**src/rtl/regfile_pkg.sv**
```systemverilog
// Shared register-file types and constants for the register scoreboard.
package regfile_pkg;
  localparam int NUM_REGS = 32;
  localparam int REG_ZR   = 31;
  localparam int SB_DEPTH = 4;

  typedef logic [4:0] reg_addr_t;
endpackage

```
**src/rtl/reg_scoreboard_if.sv**
```systemverilog
// Decode/writeback bundle between the pipeline and the register scoreboard.
// Handshake: an issue is accepted on a rising edge where issue_valid=1 and
// stall=0; stall is combinational and may drop in the same cycle a writeback
// resolves the hazard. Writeback has no back-pressure: wb_valid=1 always
// completes in its cycle. flush discards everything presented in its cycle.
interface reg_scoreboard_if;
  import regfile_pkg::*;

  logic                issue_valid;
  logic                issue_wr;
  reg_addr_t           issue_rd;
  reg_addr_t           src_a;
  reg_addr_t           src_b;
  logic                src_a_used;
  logic                src_b_used;
  logic                wb_valid;
  reg_addr_t           wb_rd;
  logic                flush;
  logic                stall;
  logic [NUM_REGS-1:0] pending;
  logic [2:0]          inflight;
  logic [15:0]         stall_cnt;

  // Pipeline side: drives decode/writeback, observes scoreboard state.
  modport master (
    output issue_valid, issue_wr, issue_rd, src_a, src_b, src_a_used,
           src_b_used, wb_valid, wb_rd, flush,
    input  stall, pending, inflight, stall_cnt
  );

  // Scoreboard side.
  modport slave (
    input  issue_valid, issue_wr, issue_rd, src_a, src_b, src_a_used,
           src_b_used, wb_valid, wb_rd, flush,
    output stall, pending, inflight, stall_cnt
  );
endinterface

```
**src/rtl/sb_lookup.sv**
```systemverilog
// Selects the outstanding-write bit for one register address.
module sb_lookup
  import regfile_pkg::*;
(
  input  logic [NUM_REGS-1:0] vec,
  input  reg_addr_t           addr,
  output logic                hit
);
  assign hit = vec[addr];
endmodule

```
**src/rtl/reg_scoreboard.sv**
```systemverilog
// Register scoreboard: tracks outstanding register writes, stalls decode on
// RAW/WAW hazards or when the tracking capacity is exhausted.
module reg_scoreboard
  import regfile_pkg::*;
#(
  parameter int SB_DEPTH = regfile_pkg::SB_DEPTH,
  parameter int REG_ZR   = regfile_pkg::REG_ZR
) (
  input  logic        clk,
  input  logic        reset,
  reg_scoreboard_if.slave sb
);
  localparam reg_addr_t  ZR    = reg_addr_t'(REG_ZR);
  localparam logic [2:0] DEPTH = 3'(SB_DEPTH);

  logic [NUM_REGS-1:0] pend_q, pend_d;
  logic [2:0]          inflight_q, inflight_d;
  logic [15:0]         stall_cnt_q, stall_cnt_d;

  logic pend_a, pend_b, pend_rd;
  logic haz_a, haz_b, haz_waw, full;
  logic wb_tracked, set_en, clr_en, stall;

  sb_lookup u_lookup_a  (.vec(pend_q), .addr(sb.src_a),    .hit(pend_a));
  sb_lookup u_lookup_b  (.vec(pend_q), .addr(sb.src_b),    .hit(pend_b));
  sb_lookup u_lookup_rd (.vec(pend_q), .addr(sb.issue_rd), .hit(pend_rd));

  // Hazard detection; a same-cycle writeback to the register removes the
  // hazard because the register file writes before it is read.
  always_comb begin
    haz_a      = sb.src_a_used && (sb.src_a != ZR) && pend_a &&
                 !(sb.wb_valid && (sb.wb_rd == sb.src_a));
    haz_b      = sb.src_b_used && (sb.src_b != ZR) && pend_b &&
                 !(sb.wb_valid && (sb.wb_rd == sb.src_b));
    haz_waw    = sb.issue_wr && (sb.issue_rd != ZR) && pend_rd &&
                 !(sb.wb_valid && (sb.wb_rd == sb.issue_rd));
    wb_tracked = sb.wb_valid && (sb.wb_rd != ZR) && pend_q[sb.wb_rd];
    full       = (inflight_q == DEPTH) && !wb_tracked;
    stall      = !reset && !sb.flush && sb.issue_valid &&
                 (haz_a || haz_b || haz_waw || full);
  end

  // Next-state computation; set wins over clear on the same register, and
  // a flush discards any issue or writeback in its cycle.
  always_comb begin
    pend_d      = pend_q;
    inflight_d  = inflight_q;
    stall_cnt_d = stall_cnt_q;
    set_en      = sb.issue_valid && !stall && !sb.flush && sb.issue_wr &&
                  (sb.issue_rd != ZR);
    clr_en      = wb_tracked && !sb.flush;

    if (stall && (stall_cnt_q != 16'hFFFF)) begin
      stall_cnt_d = stall_cnt_q + 16'd1;
    end

    if (sb.flush) begin
      pend_d     = '0;
      inflight_d = '0;
    end else begin
      if (clr_en) begin
        pend_d[sb.wb_rd] = 1'b0;
      end
      if (set_en) begin
        pend_d[sb.issue_rd] = 1'b1;
      end
      if (set_en && !clr_en && (inflight_q != DEPTH)) begin
        inflight_d = inflight_q + 3'd1;
      end else if (clr_en && !set_en && (inflight_q != 3'd0)) begin
        inflight_d = inflight_q - 3'd1;
      end
    end
    pend_d[ZR] = 1'b0;
  end

  // State registers with synchronous reset taking priority over all else.
  always_ff @(posedge clk) begin
    if (reset) begin
      pend_q      <= '0;
      inflight_q  <= '0;
      stall_cnt_q <= '0;
    end else begin
      pend_q      <= pend_d;
      inflight_q  <= inflight_d;
      stall_cnt_q <= stall_cnt_d;
    end
  end

  assign sb.stall     = stall;
  assign sb.pending   = pend_q;
  assign sb.inflight  = inflight_q;
  assign sb.stall_cnt = stall_cnt_q;
endmodule

```
**src/flat_wrapper.sv**
```systemverilog
// flat-port wrapper written by rule: the top's interface ports become plain ports
module reg_scoreboard_flat import regfile_pkg::*;
#(
  parameter int SB_DEPTH = regfile_pkg::SB_DEPTH,
  parameter int REG_ZR   = regfile_pkg::REG_ZR
)
  (clk, reset, sb_issue_valid, sb_issue_wr, sb_issue_rd, sb_src_a, sb_src_b, sb_src_a_used, sb_src_b_used, sb_wb_valid, sb_wb_rd, sb_flush, sb_stall, sb_pending, sb_inflight, sb_stall_cnt);
  reg_scoreboard_if sb_i ();
  input  logic clk;
  input  logic reset;
  input wire logic [$bits(sb_i.issue_valid)-1:0] sb_issue_valid;
  input wire logic [$bits(sb_i.issue_wr)-1:0] sb_issue_wr;
  input wire logic [$bits(sb_i.issue_rd)-1:0] sb_issue_rd;
  input wire logic [$bits(sb_i.src_a)-1:0] sb_src_a;
  input wire logic [$bits(sb_i.src_b)-1:0] sb_src_b;
  input wire logic [$bits(sb_i.src_a_used)-1:0] sb_src_a_used;
  input wire logic [$bits(sb_i.src_b_used)-1:0] sb_src_b_used;
  input wire logic [$bits(sb_i.wb_valid)-1:0] sb_wb_valid;
  input wire logic [$bits(sb_i.wb_rd)-1:0] sb_wb_rd;
  input wire logic [$bits(sb_i.flush)-1:0] sb_flush;
  output wire logic [$bits(sb_i.stall)-1:0] sb_stall;
  output wire logic [$bits(sb_i.pending)-1:0] sb_pending;
  output wire logic [$bits(sb_i.inflight)-1:0] sb_inflight;
  output wire logic [$bits(sb_i.stall_cnt)-1:0] sb_stall_cnt;
  assign sb_i.issue_valid = sb_issue_valid;
  assign sb_i.issue_wr = sb_issue_wr;
  assign sb_i.issue_rd = sb_issue_rd;
  assign sb_i.src_a = sb_src_a;
  assign sb_i.src_b = sb_src_b;
  assign sb_i.src_a_used = sb_src_a_used;
  assign sb_i.src_b_used = sb_src_b_used;
  assign sb_i.wb_valid = sb_wb_valid;
  assign sb_i.wb_rd = sb_wb_rd;
  assign sb_i.flush = sb_flush;
  assign sb_stall = sb_i.stall;
  assign sb_pending = sb_i.pending;
  assign sb_inflight = sb_i.inflight;
  assign sb_stall_cnt = sb_i.stall_cnt;
  reg_scoreboard #(.SB_DEPTH(SB_DEPTH), .REG_ZR(REG_ZR)) u_core (.clk(clk), .reset(reset), .sb(sb_i));
endmodule
```
**config.mk**
```make
export PLATFORM = sky130hd
export DESIGN_NAME = reg_scoreboard_flat
export DESIGN_NICKNAME = d
export VERILOG_FILES = /design/src/rtl/regfile_pkg.sv /design/src/rtl/reg_scoreboard_if.sv /design/src/rtl/sb_lookup.sv /design/src/rtl/reg_scoreboard.sv /design/src/flat_wrapper.sv
export SDC_FILE = /design/constraint.sdc
export NUM_CORES = 1
export LEC_CHECK = 0
export ABC_AREA = 1
export ABC_CLOCK_PERIOD_IN_PS = 4400
export CORE_ASPECT_RATIO = 1.1
export CORE_MARGIN = 3
export CORE_UTILIZATION = 40
export DETAILED_ROUTE_END_ITERATION = 10
export SETUP_SLACK_MARGIN = 0.5
export SLEW_MARGIN = 40
export SYNTH_ARGS = -nofsm -noshare
export SYNTH_HDL_FRONTEND = slang
export SYNTH_HIERARCHICAL = 1
export SYNTH_SLANG_ARGS = --single-unit
```
**constraint.sdc**
```tcl
create_clock -name clk -period 4.4 [get_ports clk]
set_clock_uncertainty 0.05 [all_clocks]
set_input_delay 1.32 -clock clk [delete_from_list [all_inputs] [get_ports clk]]
set_output_delay 1.32 -clock clk [all_outputs]
set_load 0.1 [all_outputs]
```
# ---- Word-level counts from Yosys, hierarchy flattened
# Cells that the tools add are included.
dict set report classes {
  addsub 3
  magnitude_cmp 6
  eq_ne 10
  n_mux 17
  bitwise_logic 3
  reduce_logical 45
}
# operator n
set ops {}
lappend ops {{$mux W31} 3}
lappend ops {{$and A31 B31 Y31} 1}
lappend ops {{$not A31 Y31} 1}
lappend ops {{$or A31 B31 Y31} 1}
lappend ops {{$logic_and A1 B1 Y1} 30}
lappend ops {{$lt A5 B6 Y1 const B} 4}
lappend ops {{$bmux W1 S5} 4}
lappend ops {{$ne A5 B5 Y1 const B} 4}
lappend ops {{$add A16 B1 Y16 const B} 1}
lappend ops {{$ne A16 B16 Y1 const B} 1}
lappend ops {{$eq A5 B5 Y1} 3}
lappend ops {{$demux W1 S5} 2}
lappend ops {{$ge A5 B1 Y1 const B} 2}
lappend ops {{$logic_not A1 Y1} 9}
lappend ops {{$mux W1} 6}
lappend ops {{$mux W3} 2}
lappend ops {{$add A3 B1 Y3 const B} 1}
lappend ops {{$eq A3 B3 Y1 const B} 1}
lappend ops {{$logic_or A1 B1 Y1} 3}
lappend ops {{$ne A3 B3 Y1 const B} 1}
lappend ops {{$reduce_bool A3 Y1} 1}
lappend ops {{$sub A3 B1 Y3 const B} 1}
lappend ops {{$reduce_bool A2 Y1} 1}
lappend ops {{$reduce_or A2 Y1} 1}
dict set report word_totals {
  register_bits 50
  inputBits 28
  output_inout_bits 52
  word_cells 87
}

# ---- Depth between registers and ports, before layout
dict set report logic_depth {
  depth_word 18
  depth_mapped 25
  ltp_nobuf 23
}

# ---- Modules after synthesis
# Netlist, hierarchy kept.
# mod instances cells_each area_each_um2 seq_area_each_um2
set modules_own_cells {}
lappend modules_own_cells {reg_scoreboard 1 537 3189.3 1001.0}
lappend modules_own_cells {sb_lookup 3 78 375.4 0.0}

# ---- Worst setup path before layout
# Ideal clock, no wire load.
dict set report synth_path {
  kind {input to output}
  from {input port sb_src_a[0]}
  to {output port sb_stall}
  arrival_time_ns 2.819
  path_slack_ns 0.211
  cell_stages 19
  n_path_buf 2
  cell_sequence {buf_6 inv_6 buf_12 nand2_2 nand3_1 nand3_1 nand2_1 nand2_1 nand2_1 nand2_1 nand2_1 nand2_1 nor2_1 nand2_1 nand2_1 nor2_1 nand2_1 nand2_2 inv_2}
}
dict set report synth_via {
  elab_chain_cells 8
}
# item line_no
set synth_lines {}
lappend synth_lines {{start, declared} flat_wrapper.sv:14} ;# input wire logic [$bits(sb_i.src_a)-1:0] sb_src_a;
lappend synth_lines {{$bmux W1 S5} sb_lookup.sv:9} ;# assign hit = vec[addr];
lappend synth_lines {{$mux W1 (implied by the code)} sb_lookup.sv:9}
lappend synth_lines {{net u_core.pend_a} reg_scoreboard.sv:20} ;# logic pend_a, pend_b, pend_rd;
lappend synth_lines {{$logic_and A1 B1 Y1 (2 in series)} reg_scoreboard.sv:31} ;# haz_a = sb.src_a_used && (sb.src_a != ZR) && pend_a &&
lappend synth_lines {{$logic_or A1 B1 Y1 (3 in series)} reg_scoreboard.sv:40} ;# (haz_a || haz_b || haz_waw || full);
lappend synth_lines {{$logic_and A1 B1 Y1} reg_scoreboard.sv:39} ;# stall = !reset && !sb.flush && sb.issue_valid &&
lappend synth_lines {{end, declared} flat_wrapper.sv:21} ;# output wire logic [$bits(sb_i.stall)-1:0] sb_stall;
# The timed path passes the listed nets, and every way through them passes these cells. The select of a mux whose other input is x is not followed.

# ---- Worst setup path after layout
# Same ends and word-level chain as after synthesis.

==> out/metrics.cfg <==
[run_status]
status=completed

[layout]
final_cells=1039
n_antenna_cell=0
stdcell_area_um2=5920
area_delta_synth_final_pct=37.3
fin_util_pct=56.7
drive_gt1_share_pct=23.8
fillers=1089
nNetsFinal=925

[synth]
netlist_area_um2=4320
yosys_warnings=6
yosysUniqueCellTypes=31
avgSynthCellArea_um2=5.60
synth_top_area_share_pct=27.4
synth_seq_area_share_pct=23.2
synth_area_leaders=nand2_1 27%, dfxtp_1 23%, nand3_1 11%
ys_ff_latch=50
synth_top_area_cell=nand2_1
synthCells=771

[global_route]
gr-usage-all-layers_pct=27.3
grt_pass1_wl_mm=26.4
antenna_found_initial=0
grt_overflow=0
grt_max_degree=33
grt_pass1_vias=5180

[worst_setup_path]
path_cells=buf_12 > buf_12 > inv_12 > nand2_2 > nand3_2 > nand3_2 > nand2_1 > nand2_1 > nand2_1 > nand2_1 > nand2_1 > nand2_1 > nor2_1 > nand2_1 > nand2_2 > nor2_4 > nand2_2 > nand2_4 > inv_8 > buf_12
critPathKind=in -> out
critical_path_depth=20
critPathMaxStageDelay_ps=160
critPathSlowestCell=buf_12
setup.worst_path.start_class=primary input
path_common_cell=nand2_1
crit_family=simple AND/OR/NAND/NOR gates
critPathBufInv=5
critPathMaxFanout=8
crit_path_end_kind=primary output
worst_r2r_path_depth=22
crit_arrival_ps=2910
crit_required_ps=3030

[power_and_ir_drop]
switching_share_pct=29.1
clock_power_share_pct=36.3
seq_power_share_pct=38.6
p_sw_mw=0.344
p_leak_nw=2.67
p_comb_share_pct=25.1
p_int_mw=0.839
peakVddDrop_mv=0.205
p_total_mw=1.18
power_density_nw_per_um2=200

[floorplanning]
num_io_pins=80
start_util_pct=41.3
die_h_um=115
die-area_um2=12100
core_area_um2=10400
row_count=39
die_x_um=105

[placement]
numPortBuffers=78
dp_hpwl_mm=12.2
dp.cells=1021
post_dp_cell_area_um2=5300
gp_congestion=0.954
pre_cts_ws_ps=-348

[timing]
worst_slack_ps=122
finalSetupViolCount=0
rsz0062_at_grt=yes
tightestPinTransition_ps=804
final_hold_viol_count=0
fin_crit_sh_pct=97.2
fin_setup_tns_ps=0
fin_hold_ws_ps=463
drv_slew=0
fmax_ghz=0.234
relSlewSlack_pct=46.2
post-route-min-period_ps=4280

[clocking]
clk_latency_ps=290
htreeDepth=2
cts_tree=yes
cts-root-buf=clkbuf_16
cts_hold_buf=0
clk_pin_slew_worst_paths_ps=60
cts_buffers=5
cts_sinks=50
clk_path_buf_depth=2

[route]
via_count=5615
drt-initial-drc-count=573
totalWireLength_mm=16.8
route.detailed.drc=0
viasPerCell=5.40
first_pass_iters=6
drt.antenna.violating_nets=0
wl_per_cell_um=16.2

[flow_run]
drv_cap=0

[min_path]
min_path_cells=2
hold_class=reg -> reg

-- area by class of cell --
| class | count | area [µm²] | share of cell area, % |
|---|---|---|---|
| multi-input cells | 641 | 3060 | 51.6 |
| repair buffers | 145 | 1270 | 21.4 |
| flip-flops and latches | 50 | 1000 | 16.9 |
| inverters | 51 | 236 | 3.99 |
| well taps | 143 | 179 | 3.02 |
| clock buffers | 5 | 125 | 2.11 |
| clock inverters | 3 | 40.0 | 0.676 |
| repair inverters | 1 | 16.3 | 0.275 |
-- per-layer routing --
metal	part of all wire [%]	vias to the layer above	track usage, %
met5	0	-	0
met4	4.3	0	12.0
met3	7.3	49	3.87
met2	50	281	50.0
met1	38	2561	31.8
li1	-	2724	-
-- kinds of logic after synthesis --
| logic type | count (synthesis) | synth area share, % |
|---|---|---|
| XOR/XNOR | 12 | 2.44 |
| AND/OR/NAND/NOR | 524 | 50.9 |
| flip-flops | 50 | 23.2 |
| other | 1 | 0.0869 |
| buffers and inverters | 83 | 11.0 |
| AO/OA/AOI/OAI | 99 | 11.6 |
| adder cells (fa/ha/maj) | 2 | 0.754 |
-- power groups by stage --
stage               Sequential (mW)  Clock, mW  Combinational, mW
global route                  0.457      0.459              0.318
floorplan                     0.478          0              0.139
detailed placement            0.467          0              0.251
finish                        0.457      0.430              0.297
global placement              0.467          0              0.251
CTS                           0.457      0.444              0.285
-- cells in the mapped netlist --
master	count
nand2_1	315
xnor2_1	3
buf_4	3
o21ai_0	46
buf_12	3
nor3b_1	1
nor2_2	1
inv_6	3
fa_1	1
buf_6	10
xor2_1	9
nor3_2	1
conb_1	1
ha_1	1
o21a_1	1
a21oi_1	49
o22ai_1	3
clkbuf_1	7
dfxtp_1	50
nor3_1	17
nand4_1	5
inv_2	9
and3_1	1
nand3_1	97
nand3b_1	1
buf_2	9
nor2_1	64
nor4_1	1
inv_1	39
nand2_2	19
nand2_4	1
-- registers in the layout, summed over array words and instances, names as in the netlist --
signal and cells:
u_core/sb.pending 31, u_core/sb.inflight 3, u_core/sb.stall_cnt 16
-- worst min-delay path, delay by kind of cell, from the launching register on --
kind	cells	cell delay [ps]
buffers and inverters	1	70
AO/OA/AOI/OAI	1	50
flip-flops	1	350
-- path summary, 6_finish.rpt --
| path | start | endpoint | slack [ps] |
|---|---|---|---|
| worst max-delay path | sb_src_a[0] | sb_stall | 120 |
| worst min-delay path | u_core/sb.stall_cnt[3] | u_core/sb.stall_cnt[3] | 460 |
| worst max register to register | u_core/sb.pending[9] | u_core/sb.inflight[1] | 1500 |
| worst min register to register | u_core/sb.stall_cnt[3] | u_core/sb.stall_cnt[3] | 460 |
-- cells in the final DEF, fill, tap and decap left out, drive strengths merged --
cell type / n
nand2: 335
buf: 121
nand3: 97
nor2: 65
dfxtp: 50
inv: 50
a21oi: 49
o21ai: 46
nor3: 18
dlygate4sd2: 11
xor2: 9
clkdlybuf4s50: 8
clkbuf: 5
nand4: 5
conb: 4
clkdlybuf4s15: 4
clkinv: 4
o22ai: 3
xnor2: 3
bufinv: 1
bufbuf: 1
o21a: 1
nand3b: 1
nor3b: 1
and3: 1
nor4: 1
fa: 1
ha: 1
-- timing repair --
item,CTS,global route
pin swaps,41,14
setup buffers,4,1
setup endpoints to repair,3,2
gates resized for setup,100,21
cloned,5,0
No activity file was read; power rests on OpenSTA's default activity.
